File: src/rtl/rr_grant_mux.sv
// Consumer stage for a 4-port round-robin arbiter: masks requests while the
// 2-entry output FIFO is full, accepts the granted beat, counts grants, flags illegal grants.
module rr_grant_mux #(
  parameter int NUM_PORTS = 4,
  parameter int DATA_W    = 8,
  parameter int CNT_W     = 8
) (
  input  logic                        clk,
  input  logic                        reset_n,
  input  logic [NUM_PORTS-1:0]        in_valid_i,
  input  logic [NUM_PORTS*DATA_W-1:0] in_data_i,
  output logic [NUM_PORTS-1:0]        in_ready_o,
  output logic [NUM_PORTS-1:0]        arb_req_o,
  input  logic [NUM_PORTS-1:0]        arb_gnt_i,
  output logic                        out_valid_o,
  output logic [DATA_W-1:0]           out_data_o,
  output logic [1:0]                  out_src_o,
  input  logic                        out_ready_i,
  output logic [NUM_PORTS*CNT_W-1:0]  gnt_cnt_o,
  output logic                        err_o
);

  localparam int SRC_W = 2;
  localparam int ENT_W = SRC_W + DATA_W;
  localparam logic [NUM_PORTS-1:0] GNT_ONE = {{(NUM_PORTS-1){1'b0}}, 1'b1};

  // Handshake: a beat transfers on a rising edge where its valid and ready are both
  // high; a producer holds valid and data stable until that edge.
  logic [1:0]       count_q, count_d;
  logic             wr_ptr_q, wr_ptr_d;
  logic             rd_ptr_q, rd_ptr_d;
  logic [ENT_W-1:0] mem_q [2];
  logic [ENT_W-1:0] mem_d [2];
  logic [CNT_W-1:0] cnt_q [NUM_PORTS];
  logic [CNT_W-1:0] cnt_d [NUM_PORTS];
  logic             err_q, err_d;

  logic              full, onehot, no_stray, legal, illegal, push, pop;
  logic [SRC_W-1:0]  gnt_idx;
  logic [DATA_W-1:0] gnt_data;

  always_comb begin
    full       = (count_q == 2'd2);
    // Masking requests while full keeps the arbiter's rotation frozen under backpressure.
    arb_req_o  = in_valid_i & {NUM_PORTS{~full}};
    onehot     = (arb_gnt_i != '0) && ((arb_gnt_i & (arb_gnt_i - GNT_ONE)) == '0);
    no_stray   = ((arb_gnt_i & ~arb_req_o) == '0);
    legal      = onehot && no_stray;
    illegal    = (arb_gnt_i != '0) && !legal;
    in_ready_o = legal ? arb_gnt_i : '0;
    push       = |in_ready_o;
    pop        = out_valid_o & out_ready_i;

    gnt_idx  = '0;
    gnt_data = '0;
    for (int i = 0; i < NUM_PORTS; i++) begin
      if (arb_gnt_i[i]) begin
        gnt_idx  = SRC_W'(i);
        gnt_data = in_data_i[i*DATA_W +: DATA_W];
      end
    end

    mem_d    = mem_q;
    wr_ptr_d = wr_ptr_q;
    rd_ptr_d = rd_ptr_q;
    count_d  = count_q;
    if (push) begin
      mem_d[wr_ptr_q] = {gnt_idx, gnt_data};
      wr_ptr_d        = ~wr_ptr_q;
    end
    if (pop) begin
      rd_ptr_d = ~rd_ptr_q;
    end
    case ({push, pop})
      2'b10:   count_d = count_q + 2'd1;
      2'b01:   count_d = count_q - 2'd1;
      default: count_d = count_q;
    endcase

    cnt_d = cnt_q;
    for (int i = 0; i < NUM_PORTS; i++) begin
      if (in_ready_o[i] && (cnt_q[i] != '1)) begin
        cnt_d[i] = cnt_q[i] + CNT_W'(1);
      end
    end

    err_d = err_q | illegal;
  end

  always_ff @(posedge clk or negedge reset_n) begin
    if (!reset_n) begin
      count_q  <= '0;
      wr_ptr_q <= 1'b0;
      rd_ptr_q <= 1'b0;
      mem_q[0] <= '0;
      mem_q[1] <= '0;
      for (int i = 0; i < NUM_PORTS; i++) begin
        cnt_q[i] <= '0;
      end
      err_q    <= 1'b0;
    end else begin
      count_q  <= count_d;
      wr_ptr_q <= wr_ptr_d;
      rd_ptr_q <= rd_ptr_d;
      mem_q    <= mem_d;
      cnt_q    <= cnt_d;
      err_q    <= err_d;
    end
  end

  assign out_valid_o              = (count_q != 2'd0);
  assign {out_src_o, out_data_o}  = mem_q[rd_ptr_q];
  assign err_o                    = err_q;

  always_comb begin
    gnt_cnt_o = '0;
    for (int i = 0; i < NUM_PORTS; i++) begin
      gnt_cnt_o[i*CNT_W +: CNT_W] = cnt_q[i];
    end
  end

endmodule

File: config.mk
export PLATFORM = sky130hd
export DESIGN_NAME = rr_grant_mux
export DESIGN_NICKNAME = d
export VERILOG_FILES = /design/src/rtl/rr_grant_mux.sv
export SDC_FILE = /design/constraint.sdc
export NUM_CORES = 1
export LEC_CHECK = 0
export CELL_PAD_IN_SITES_DETAIL_PLACEMENT = 0
export CELL_PAD_IN_SITES_GLOBAL_PLACEMENT = 1
export CORE_MARGIN = 3
export CORE_UTILIZATION = 33
export CTS_BUF_LIST = sky130_fd_sc_hd__clkbuf_8
export CTS_CLUSTER_SIZE = 30
export DETAILED_ROUTE_END_ITERATION = 7
export PLACE_DENSITY_LB_ADDON = 0.15
export SETUP_SLACK_MARGIN = 0.1
export SYNTH_ARGS = -nofsm -noshare
export SYNTH_HDL_FRONTEND = slang
export SYNTH_SLANG_ARGS = --single-unit
File: constraint.sdc
create_clock -name clk -period 2.53 [get_ports clk]
set_input_delay 0.6325 -clock clk [delete_from_list [all_inputs] [get_ports clk]]
set_output_delay 0.6325 -clock clk [all_outputs]
set_load 0.1 [all_outputs]
Word level (Yosys, flattened, before mapping)

Cells that the tools add are included.

Input port bits: 43
Latch bits: 0
ROM bits: 0
Word-level logic and storage cells: 68
Output and inout port bits: 52
Flip-flop bits (word level): 57
Memories kept: 0
Memory bits (writable): 0

Bitwise operators: 11
Multiplexer cells: 15
Equal/unequal tests: 7
Shift-type cells: 0
Div/mod/pow operators: 0
$add $sub $neg: 7
Order comparisons: 3
Reductions and logical operators: 15
Multiply operators: 0

Operators with widths:

| kind                | number |
|---|---|
| $mux 10             | 4 |
| $add 8x1->8 const B | 4 |
| $mux 8              | 4 |
| $ne 8x8->1 const B  | 4 |
| $bwmux 20           | 1 |
| $and 4x4->4         | 3 |
| $demux 10 s1        | 1 |
| $logic_and 1x1->1   | 8 |
| $logic_not 4->1     | 2 |
| $eq 2x2->1 const B  | 2 |
| $ge 2x2->1 const B  | 2 |
| $mux 2              | 2 |
| $mux 4              | 1 |
| $not 1->2           | 2 |
| $not 4->4           | 1 |
| $pmux 2 s2          | 1 |
| $reduce_bool 2->1   | 2 |
| $reduce_bool 4->1   | 1 |
| $reduce_or 4->1     | 1 |
| $sub 4x1->4 const B | 1 |
| $not 1->1           | 3 |
| $add 2x1->2 const B | 1 |
| $eq 2x1->1 const B  | 1 |
| $lt 2x1->1 const B  | 1 |
| 5 further kinds     | 5 |

Depth between registers and ports, before layout

Gate-level depths: netlist of the first run.

Depth in word-level cells: 11
Gate-level depth with buffers: 10
Gate-level depth less buffers: 9

Worst setup path before layout of the first run

Ideal clock, no wire load.

Path type: input to output
Start: in arb_gnt_i[3]
End: out in_ready_o[0]
Arrival: 2.458 ns
Buffers on the path: 1
Cell stages on the path: 5
Slack: -0.560 ns
Path through: clkbuf_1 nor4b_4 a211oi_1 nor2_1 and2_1

Longest elaborated chain between the ends: 6

Ends and longest elaborated chain:

| item                | line | RTL |
|---|---|---|
| start: declaration  | 14   | `input logic [NUM_PORTS-1:0] arb_gnt_i,` |
| $sub 4x1->4         | 46   | `onehot = (arb_gnt_i != '0) && ((arb_gnt_i & (arb_gnt_i - GNT_ONE)) == '0);` |
| $and 4x4->4         | 46   |  |
| $logic_not 4->1     | 46   |  |
| $logic_and 1x1->1   | 46   |  |
| $logic_and 1x1->1 * | 48   | `legal = onehot && no_stray;` |
| $mux 4 *            | 50   | `in_ready_o = legal ? arb_gnt_i : '0;` |
| end: declaration    | 12   | `output logic [NUM_PORTS-1:0] in_ready_o,` |

Mark *: on every way between the ends. The rest lies on a longest branch, timed or not.

Worst setup path after layout of the first run

Start: reg count_q[1]
End: out in_ready_o[0]

Longest elaborated chain between the ends: 8

Ends and longest elaborated chain:

| item                     | line | RTL |
|---|---|---|
| start: declaration       | 29   | `logic [1:0] count_q, count_d;` |
| start signal: assignment | 102  | `count_q <= count_d;` |
| $eq 2x2->1               | 43   | `full = (count_q == 2'd2);` |
| $not 1->1                | 45   | `arb_req_o = in_valid_i & {NUM_PORTS{~full}};` |
| $and 4x4->4              | 45   |  |
| $not 4->4                | 47   | `no_stray = ((arb_gnt_i & ~arb_req_o) == '0);` |
| $and 4x4->4              | 47   |  |
| $logic_not 4->1          | 47   |  |
| $logic_and 1x1->1        | 48   |  |
| $mux 4                   | 50   |  |

Every way passes these cells.

==> results.md, run 1 <==
* Status: complete, but fails checks
* Failing checks: setup timing
* I/O Buffers at 94
* Pwr Density at approximately 1200 nW/um^2
* # nets final at 438
* Synth Flop Type: dfrtp_1
* Setup TNS at -821 ps
* Post-synth top cells: dfrtp_1, mux2_2, nand3_1
* Antenna-violating nets left at 0
* Chip Width at 101 um
* Layout area overhead at 54.2%
* GP Congestion at about 0.76
* Detailed placer's ending HPWL at ~5900 um
* Worst hold path class: in2async
* CP max stage delay at about 440 ps
* Number of synthesized flops with an enable pin at 0
* Latest clock arrival within the worst-skew pair at 340 ps
* GRT overflow at 0
* Root buffer cell: clkbuf_8
* CP max-delay cell: a2111o_1
* Layout filler cell count at 778
* CP startpoint kind: flop
* Biggest area consumer among synthesized cells: dfrtp_1
* Synth Register Bits at 57
* TritonCTS Buffers at 9
* Vias per std cell at 4.91
* Die height at 101 um
* Syn_nets at ~310
* Sink Count at 57
* Relative slew slack at 63.8%
* Starting Density at 34.2%
* Clock transition at path regs at roughly 70 ps
* # hold bufs at CTS at 0
* IO Pins at 95
* DRT iter0 DRCs at 46
* DP Worst Slack at -404 ps
* Post-synth top area share at 47.5%
* Leak at 2.16 nW
* # DRC at 0
* First-pass GRT wire length at 12,900 um
* GRT Util Overall at 16.2%
* # setup viols final at 4
* Routed wire per std cell at 15.9 um
* Critical Path, Cell by Cell: or2b_4 > a21boi_2 > a2111o_1 > nor2_4 > and2_4 > buf_12
* Core ar. at 8760 um^2
* Synth area leaders: dfrtp_1, mux2_2, xor2_1
* Max Transition Viols Final at 0
* CTS tree: done
* Crit path max fanout at 6
* Row cnt at 34
* Fmax at roughly 0.36 GHz
* Vias in the first global route at 2,518
* Unique cell type count in the Yosys netlist at 38
* Critical path capture point type: output pin
* Max-cap viol count at 0
* Setup ws final at -210 ps
* Largest net degree at the start of global routing at 37
* RSZ-0062 raised after global routing: true
* Final Util at ~53%
* H-tree depth at 3
* Post-Syn Instances at 264
* Final Critical Period at ~2700 ps
* Layout cell share with drive strength beyond 1 at 40.3%
* Async S/R FF share, synth at 100%
* Antenna violations before repair at 1
* VDD IR max at 612 uV
* TritonRoute pass-1 iters at 4
* Worst-Margin Slew at 543 ps
* CP arrival at around 2100 ps
* Top-count cell post-synth: dfrtp_1
* Die area at 10,300 um^2
* Cell area after synthesis at between 3000 and 4000 um^2
* Crit Path Category: reg2out
* Final hold violations at 0
* Synthesis Warnings at 0
* Clock buffer depth at 2
* Critical path required time at roughly 1900 ps
* Sequential fraction of the synthesis area at 47.5%
* Crit share post-route at 108%
* Final WL at 8000 um
* Synth Area per Inst at 11.4 um^2
* Setup Skew at 6.39 ps
* Vias at 2,473
[critical path, delay by kind of cell (launching register included)]
family,cells,cell delay [ps]
simple gates,3,690
flops,1,400
compound gates,2,510
buf+inv,1,170
[path summary, 6_finish.rpt]
check                      slack [ps]  cells past startpoint                    from                         to
max                              -210                      6  count_q[1]$_DFFE_PN0P_              in_ready_o[0]
min                               270                      1                 reset_n     count_q[1]$_DFFE_PN0P_
max reg2reg                       200                      6  count_q[1]$_DFFE_PN0P_      mem_q[18]$_DFFE_PN0P_
min reg2reg                       480                      1  count_q[1]$_DFFE_PN0P_     count_q[1]$_DFFE_PN0P_
max in group asynchronous        1660                      2                 reset_n  gnt_cnt_o[19]$_DFFE_PN0P_
min in group clk                  480                      1  count_q[1]$_DFFE_PN0P_     count_q[1]$_DFFE_PN0P_
[registers in the layout, summed over array words and instances, names as in the netlist]
register   flops
wr_ptr_q       1
mem_q         20
rd_ptr_q       1
err_o          1
gnt_cnt_o     32
count_q        2
[stage by stage]
stage / instance area, um^2 / hold slack, ps / power (mW) / cells
after global routing: 4630 / 302 / 5.78 / 504
final: 4630 / 273 / 5.55 / 504
after CTS: 4620 / 291 / 5.60 / 503
after detailed placement: 4390 / 477 / 4.73 / 484
after global placement: 4390 / 476 / 4.71 / 484
after floorplan: 3070 / 337 / 3.66 / 264
[cell families (layout without fill, tap and decap cells)]
logic type,Yosys count,after routing,share of synthesized area [%]
simple gates,81,81,15.8
other cells,0,1,0
buf+inv,17,148,2.54
compound gates,38,38,8.84
xor+xnor,32,32,9.34
flops,57,57,47.5
mux,34,34,13.9
fa+ha+maj,5,5,2.09
[what timing repair did]
item                       4_1_cts  5_1_grt
pin swaps                        9        5
setup endpoints to repair       22       11
setup buffers                    3        0
gates resized for setup         15        1
[layout make-up]
class	count	area, um^2	area share [%]
inverter	5	18.8	0.406
antenna	1	2.50	0.0541
multi-input combinational	190	1560	33.7
clock buffer	13	179	3.87
sequential	57	1430	30.9
clock inverter	3	13.8	0.297
timing repair buffer	127	1290	27.9
tap	108	135	2.92
[cells in the final DEF (no fill, tap or decap), types with 9 or more instances in the layout]
master | Yosys | final
o21ai_0 | 11 | 11
buf_4 | 0 | 64
xor2_1 | 17 | 16
clkbuf_8 | 0 | 13
nand3_1 | 18 | 18
clkdlybuf4s50_1 | 0 | 33
dfrtp_1 | 57 | 55
buf_12 | 0 | 19
mux2_2 | 25 | 25
mux2_4 | 9 | 9
xnor2_1 | 15 | 15
a22oi_1 | 16 | 16
[metal layers]
layer / up-vias / track usage, % / routed length, um
met1: 1180 / 22.4 / 3730
met4: 0 / 4.60 / 103
met5: - / 0 / 0
met2: 71 / 24.6 / 3610
li1: 1214 / - / -
met3: 8 / 4.82 / 555
[where the power goes]
part / internal (mW) / switching (mW)
clock: 0.456 / 0.367
sequential: 1.17 / 0.241
combinational: 1.18 / 2.13
Note: power is estimated with default switching activity, not from simulation.
==> run 2: changes to the inputs <==
--- a/config.mk
+++ b/config.mk
@@ -14,6 +14,7 @@
 export DETAILED_ROUTE_END_ITERATION = 7
 export PLACE_DENSITY_LB_ADDON = 0.15
 export SETUP_SLACK_MARGIN = 0.1
+export SKIP_LAST_GASP = 1
 export SYNTH_ARGS = -nofsm -noshare
 export SYNTH_HDL_FRONTEND = slang
 export SYNTH_SLANG_ARGS = --single-unit
==> results of run 2 <==
The final DEF is identical to that of run 1; final timing and power are the same.
==> run 3: changes to the inputs <==
--- a/config.mk
+++ b/config.mk
@@ -18,3 +18,4 @@
 export SYNTH_ARGS = -nofsm -noshare
 export SYNTH_HDL_FRONTEND = slang
 export SYNTH_SLANG_ARGS = --single-unit
+export TNS_END_PERCENT = 30
==> results.md, run 3 (synthesized netlist as in run 1, its figures left out) <==
* Layout area overhead at 54.8%
* VDD IR max at 652 uV
* Pwr Density at 1180 nW/um^2
* CTS tree: done
* Final hold violations at 0
* Starting Density at between 30% and 40%
* Core ar. at roughly 8800 um^2
* Commonest non-fill, non-tap cell in the layout: buf_4
* Worst R2R End: mem_q[14]$_DFFE_PN0P_
* Hold_ws at 261 ps
* CP arrival at about 2100 ps
* Root buffer cell: clkbuf_8
* Die area at 10,300 um^2
* Layout cell share with drive strength beyond 1 at about two fifths
* Commonest non-fill, non-tap cells in the layout: buf_4, dfrtp_1, clkdlybuf4s50_1
* Max reg flops at 32
* Max Transition Viols Final at 0
* DRT iter0 DRCs at 45
* GRT overflow at 0
* Register Area at between 1000 and 1500 um^2
* Detailed placer's ending HPWL at 5670 um
* Dpl cell area at 4400 um^2
* TritonCTS Buffers at 9
* Chip Width at 101 um
* RSZ-0062 raised after global routing: true
* Relative slew slack at 50.4%
* Crit share post-route at 108%
* Die height at a little over 100 um
* Crit Path Category: in2out
* Leak at 2.20 nW
* Clock transition at path regs at 70 ps
* Critical path required time at 1900 ps
* Status: complete, but fails checks
* # DRC at 0
* Vias in the first global route at 2,526
* Critical path capture point type: output pin
* FF-to-FF path depth at 6
* Row cnt at 34
* Clock buffer depth at 2
* Fmax at 0.367 GHz
* H-tree depth at 3
* Sink Count at 57
* Antenna violations before repair at 1
* Routed wire per std cell at approximately 15 um
* Latest clock arrival within the worst-skew pair at between 300 and 400 ps
* CP startpoint kind: input pin
* GRT Util Overall at 15.7%
* Largest net degree at the start of global routing at 38
* Area of the multi-input gates at 1560 um^2
* First-pass GRT wire length at 12,600 um
* Crit path max fanout at 6
* Setup ws final at -198 ps
* I/O Buffers at 94
* Max-cap viol count at 0
* GP Congestion at 0.759
* Antenna-violating nets left at 0
* Setup Skew at 9.09 ps
* Worst hold path class: in2async
* IO Pins at 95
* Failing checks: setup timing
* Final Critical Period at 2730 ps
* Vias per std cell at between 4 and 5
* # hold bufs at CTS at 0
* Worst r2r src: count_q[1]$_DFFE_PN0P_
* Final WL at about 7700 um
* Layout filler cell count at 782
* Vias at about 2.5k
* # setup viols final at 4
* Worst-Margin Slew at 743 ps
* # nets final at 443
* Flop-to-flop setup slack at 210 ps
* Final Cell Area at 4650 um^2
* TritonRoute pass-1 iters at 4
==> run 3: changes by cell type in the layout (fill, tap and decap cells not counted), sizes merged <==
| cell | change |
|---|---|
| inv | +1 |
| clkbuf | -2 |
| clkinv | +1 |
| buf | +5 |
| dlymetal6s2s | +1 |
| dlygate4sd2 | -1 |
==> run 3: how the worst max path moves through the flow <==
| stage | start | depth (start not counted) | slack (ps) | to |
|---|---|---|---|---|
| final | arb_gnt_i[2] | 6 | -200 | in_ready_o[0] |
| after global routing | count_q[1]$_DFFE_PN0P_ | 6 | -260 | in_ready_o[1] |
| after CTS | in_valid_i[0] | 6 | -200 | in_ready_o[0] |
| after floorplan | arb_gnt_i[3] | 5 | 20 | in_ready_o[0] |
| after global placement | arb_gnt_i[3] | 6 | -350 | in_ready_o[0] |
| after detailed placement | arb_gnt_i[2] | 7 | -400 | in_ready_o[0] |
==> run 3: cell type report <==
class                   count  area share, %
well taps                 108           2.91
flip-flops and latches     57           30.7
inverters                   5          0.404
clock inverters             5          0.485
repair buffers            132           28.6
multi-input cells         190           33.6
clock buffers              11           3.26
diodes                      1         0.0539
==> run 3: metal layers <==
metal	GRT usage [%]	wire (um)
met1	21.6	3670
met3	3.99	400
met4	5.83	59
met2	23.9	3540
met5	0	0
==> run 3: report_power, final <==
part           total, mW  switching (mW)  internal, mW
registers           1.41           0.236          1.17
clock network      0.745           0.349         0.396
logic               3.31            2.13          1.18
total               5.47            2.72          2.75
==> run 3: critical path, stage by stage <==
cell           delay (ps)
dlygate4sd2_1         300
a21boi_2              190
a2111o_1              400
nor2_4                210
and2_4                190
buf_12                170
==> run 3: per-stage QoR <==
stage                     worst slack [ps]  power, mW  std cells  TNS (ps)  util, %
after floorplan                       24.9       3.66        264         0        -
after global placement                -351       4.71        486     -7780     50.2
after detailed placement              -402       4.73        486     -9910     50.2
after CTS                             -201       5.51        506      -779     52.7
after global routing                  -263       5.71        509     -1050     53.0
final                                 -198       5.47        509      -766     53.0
==> run 3: timing repair <==
action,4_1_cts,5_1_grt
setup endpoints to repair,20,4
gates cloned,0,0
buffers inserted,4,2
pin swaps,7,6
gates resized for setup,13,2
==> RTL edit 1: new RTL, flow settings as in run 1 <==
`CNT_W`: 8 -> 6.
--- a/src/rtl/rr_grant_mux.sv
+++ b/src/rtl/rr_grant_mux.sv
@@ -4,5 +4,5 @@
   parameter int NUM_PORTS = 4,
   parameter int DATA_W    = 8,
-  parameter int CNT_W     = 8
+  parameter int CNT_W     = 6
 ) (
   input  logic                        clk,
Interface: changed (resized gnt_cnt_o); port bits go from 95 to 87. The function was not compared with the original's and may differ.
==> RTL edit 1 against run 1 <==
Count of clock-buffer cells in the layout fell by 8. Power rose by 2.9%. Setup slack improved by 120 ps. The run still ends with negative setup slack left. Wire length fell by 13%. Combinational power rose by 17%. Synthesized area fell by 13%. Via count fell by 13%. Clock power fell by 44%. Register-to-register slack got worse by 100 ps. Maximum frequency rose by 4.5%. Cell area fell by 12%. Sequential cell count fell by 8.
==> RTL edit 1: results (changes against run 1) <==
[global_route]
grt_util_all_layers = 0.162  ; about the same
grt_pass1_wl_mm = 11.1  ; was 12.9 mm
antenna_found_initial = 0  ; was 1
grt_max_degree = 25  ; was 37

[synthesis]
synth_nets = 273  ; was 312
synth_common_cells = dfrtp_1 (49), mux2_2 (24), xnor2_1 (17)  ; was dfrtp_1 (57), mux2_2 (25), nand3_1 (18)
async_reset_ff_frac = 1.00  ; unchanged
synth_area_leaders = dfrtp_1 (47%), mux2_2 (10%), xnor2_1 (5.7%), a22oi_1 (4.0%), mux2_1 (3.5%)  ; was dfrtp_1 (48%), mux2_2 (9.4%), xor2_1 (5.0%), mux2_4 (4.5%), xnor2_1 (4.4%)
syn_area_per_cell_um2 = 11.5  ; was 11.4 um2
ys_seq_area_frac = 0.472  ; was 0.475
yosys.cell_types.count = 39  ; was 38

[place]
post-dp-hpwl_mm = 5.18  ; was 5.93 mm
dpl_cell_area_um2 = 3910  ; was 4390 um2
gp_congestion = 0.758  ; was 0.759
dpl.cell_count = 425  ; was 484
port_buffers = 86  ; was 94
dpl_worst_slack_ps = -522  ; was -404 ps

[final_layout]
largest_reg_flops = 24  ; was 32
drive_gt1_frac = 0.411  ; was 0.403
antennaDiodeCount = 0  ; was 1

[power]
leakage_nw = 1.83  ; was 2.16 nW
ir_drop_v = 0.000953  ; was 0.000612 V

[drt]
wl_per_cell_um = 15.9  ; about the same
drtIter0Drc = 44  ; was 46
num_vias = 2145  ; was 2473
vias_per_cell = 4.88  ; was 4.91

[cts]
clkLatencyLatePin_ps = 300  ; was 340 ps
htreeDepth = 2  ; was 3
cts_buffers = 5  ; was 9
path_clk_slew_ps = 90  ; was 70 ps

[worst_setup_path]
reg2reg_slack_ps = 100  ; was 200 ps
worstPathArrival_ps = 1990  ; was 2110 ps
cp_slowest_cell = or3_4  ; was a2111o_1
r2r_end = mem_q[12]  ; was mem_q[18]
path_max_fanout = 4  ; was 6
cpPeakStageDelay_ps = 400  ; was 440 ps
worstRegToRegCells = 9  ; was 6

[sta]
worst_slack_ps = -92.4  ; was -210 ps
skew_ps = 8.62  ; was 6.39 ps
finalSetupTns_ps = -289  ; was -821 ps
hold_slack_ps = 237  ; was 273 ps
finalSetupViolations = 4  ; unchanged
max_slew.worst_pin.slew_ps = 686  ; was 543 ps

[outcome]
violations = negative setup slack  ; unchanged
outcome = finished, violations left  ; unchanged

## RTL edit 1: cell types whose count changed after synthesis, sizes merged, moves of 3 or more
cell    change
nor2        +3
nand3      -12
dfrtp       -8
xor2       -10
a21boi      -3
nor3        -7
o21ai       -3
## RTL edit 1: layout make-up
type                       instances  area, um2
clock buffer                       5       68.8
clock inverter                     3       17.5
fill                             681       3370
inverter                           7       26.3
multi-input combinational        161       1400
sequential                        49       1230
tap                               99        124
timing repair buffer             116       1210
## RTL edit 1: metal layers
layer | vias to the layer above | GRT usage | part of all wire
li1 | 1044 | - | -
met3 | 4 | 0.0390 | 0.058
met1 | 1042 | 0.218 | 0.46
met4 | 0 | 0.0397 | 0.0076
met5 | - | 0 | 0
met2 | 55 | 0.261 | 0.47
## RTL edit 1: cells by family (layout without fill, tap and decap cells)
| kind of cell | after synthesis | in the layout | share of synthesized area |
|---|---|---|---|
| AO/OA/AOI/OAI | 31 | 31 | 0.0881 |
| buffers and inverters | 16 | 131 | 0.0299 |
| XOR/XNOR | 24 | 24 | 0.0809 |
| adder cells (fa/ha/maj) | 6 | 6 | 0.0279 |
| multiplexers | 34 | 34 | 0.150 |
| AND/OR/NAND/NOR | 65 | 66 | 0.151 |
| flip-flops | 49 | 49 | 0.472 |
## RTL edit 1: how the worst max path moves through the flow
stage            startpoint             to  slack (ps)  cells past startpoint
3_3_place_gp   arb_gnt_i[1]  in_ready_o[3]        -480                      6
6_report       arb_gnt_i[1]  in_ready_o[0]         -90                      7
4_1_cts        arb_gnt_i[3]  in_ready_o[0]        -110                      7
2_1_floorplan  arb_gnt_i[3]  in_ready_o[1]        -230                      5
3_5_place_dp   arb_gnt_i[1]  in_ready_o[2]        -520                      6
5_1_grt        arb_gnt_i[1]  in_ready_o[0]        -140                      7
## RTL edit 1: what timing repair did
item                       in CTS  in global routing
cloned                          1                  0
buffers inserted                3                  3
setup endpoints to repair      34                 20
pin swaps                       6                  5
resized for setup              17                  6
hold endpoints to repair        0                  0
## RTL edit 1: power by group
part | total (mW) | internal [mW] | switching [mW]
Combinational | 3.86 | 1.32 | 2.55
Clock | 0.457 | 0.191 | 0.266
Sequential | 1.39 | 1.09 | 0.295
==> RTL edit 2: new RTL, settings of run 1 <==
Without the edit above. Reset style: synchronous (`reset_n`), changed in one clocked block.
--- a/src/rtl/rr_grant_mux.sv
+++ b/src/rtl/rr_grant_mux.sv
@@ -88,5 +88,5 @@
   end
 
-  always_ff @(posedge clk or negedge reset_n) begin
+  always_ff @(posedge clk) begin
     if (!reset_n) begin
       count_q  <= '0;
Formal check against the unedited RTL: differs if reset_n is asserted again (counterexample within 4 cycles, from zero or initial values and one cycle with reset_n low); with reset_n held inactive, the same outputs for 10 cycles.
==> RTL edit 2 against run 1 <==
Wire length rose by 5.2%. Synthesized area down 2.5%. Critical endpoint is now in_ready_o[2]. Sequential cell count did not move. Synthesized cell count is 35% higher. Maximum frequency grew 9.8%. Cell area increased by 0.54%. Setup slack improved by 240 ps.
Power is not compared: it rests on default switching activity, and its combinational part moved more than twofold at a synthesized area within 25%.
==> RTL edit 2: results (changes against run 1) <==
[outcome]
outcome = completed  ; was finished, violations left

[synthesis]
synth_nets = 405  ; was 312
yosys.cell_types.count = 42  ; was 38
async_reset_ff_frac = 0  ; was 1.00
synthFlopType = dfxtp_1  ; was dfrtp_1
ys_seq_area_frac = 0.390  ; was 0.475
syn-instance-count = 357  ; was 264
synth_common_cells = dfxtp_1 (57), o21ai_0 (36), nand3_1 (33)  ; was dfrtp_1 (57), mux2_2 (25), nand3_1 (18)
synth_area_leaders = dfxtp_1 (39%), o21ai_0 (6.2%), nand3_1 (5.6%), a22oi_1 (4.1%), nand2_1 (4.1%)  ; was dfrtp_1 (48%), mux2_2 (9.4%), xor2_1 (5.0%), mux2_4 (4.5%), xnor2_1 (4.4%)

[global_route]
grt_pass1_vias = 2937  ; was 2518
use_met3 = 0.0500  ; was 0.0482
grt_max_degree = 45  ; was 37
grt_pass1_wl_mm = 14.0  ; was 12.9 mm
grtUsageMet1 = 0.219  ; was 0.224
antenna_found_initial = 0  ; was 1
grt_util_all_layers = 0.175  ; was 0.162

[place]
dpl.cell_count = 570  ; was 484
gp_congestion = 0.812  ; was 0.759
post-dp-hpwl_mm = 6.18  ; was 5.93 mm
dpl_cell_area_um2 = 4340  ; was 4390 um2

[min_path]
hold_path.class = reg -> reg  ; was in -> async

[worst_setup_path]
worstPathArrival_ps = 1860  ; was 2110 ps
path_max_fanout = 4  ; was 6
cp_slowest_cell = nor4b_4  ; was a2111o_1

[sta]
skew_ps = 6.80  ; was 6.39 ps

[drt]
vias_per_cell = 5.10  ; was 4.91
wl_met2_mm = 4.06  ; was 3.61 mm
wl_met3_um = 587  ; was 555 um
drtIter0Drc = 99  ; was 46
wl_per_cell_um = 14.1  ; was 15.9 um

[final_layout]
antennaDiodeCount = 0  ; was 1

-- RTL edit 2: kinds of logic after synthesis --
logic type,synth area share
and+or+nand+nor,0.263
AOI/OAI and AO/OA,0.176
DFF,0.390
buffers and inverters,0.0492
xor gates and xnor gates,0.0449
muxes,0.0556
adders and majority gates,0.0214
-- RTL edit 2: repair_timing --
action,in CTS,in global routing
hold buffers,0,0
endpoints found under the setup margin,33,4
buffers inserted,9,3
resized for setup,36,8
pin swaps,9,6
-- RTL edit 2: path summary, 6_finish.rpt --
check	start	to	slack (ps)	cells after the start
setup / recovery	arb_gnt_i[2]	in_ready_o[2]	30	8
setup reg to reg	count_q[0]	gnt_cnt_o[14]	360	6
hold / removal	mem_q[14]	mem_q[14]	450	2
hold reg to reg	mem_q[14]	mem_q[14]	450	2
-- RTL edit 2: metrics by stage --
step / setup WS [ps] / TNS (ps)
finish: 33.2 / 0
global placement: -483 / -12930
CTS: -7.18 / -12.1
global route: -60.0 / -110
detailed placement: -498 / -14000
floorplan: -192 / -581
-- RTL edit 2: area by class of cell --
| cell class | instances | area (um2) | area share |
|---|---|---|---|
| Multi-Input combinational cell | 268 | 1760 | 0.378 |
| Timing Repair Buffer | 144 | 1430 | 0.307 |
| Sequential cell | 57 | 1140 | 0.245 |
| Clock buffer | 10 | 138 | 0.0296 |
| Tap cell | 105 | 131 | 0.0282 |
| Inverter | 8 | 30.0 | 0.00646 |
| Clock inverter | 5 | 23.8 | 0.00511 |
-- RTL edit 2: power by group through the flow --
stage | registers (mW) | logic [mW] | clock network, mW
floorplan | 0.959 | 0.280 | 0
global placement | 0.954 | 0.480 | 0
detailed placement | 0.954 | 0.483 | 0
CTS | 0.934 | 0.498 | 0.756
global route | 0.935 | 0.537 | 0.793
finish | 0.934 | 0.504 | 0.724
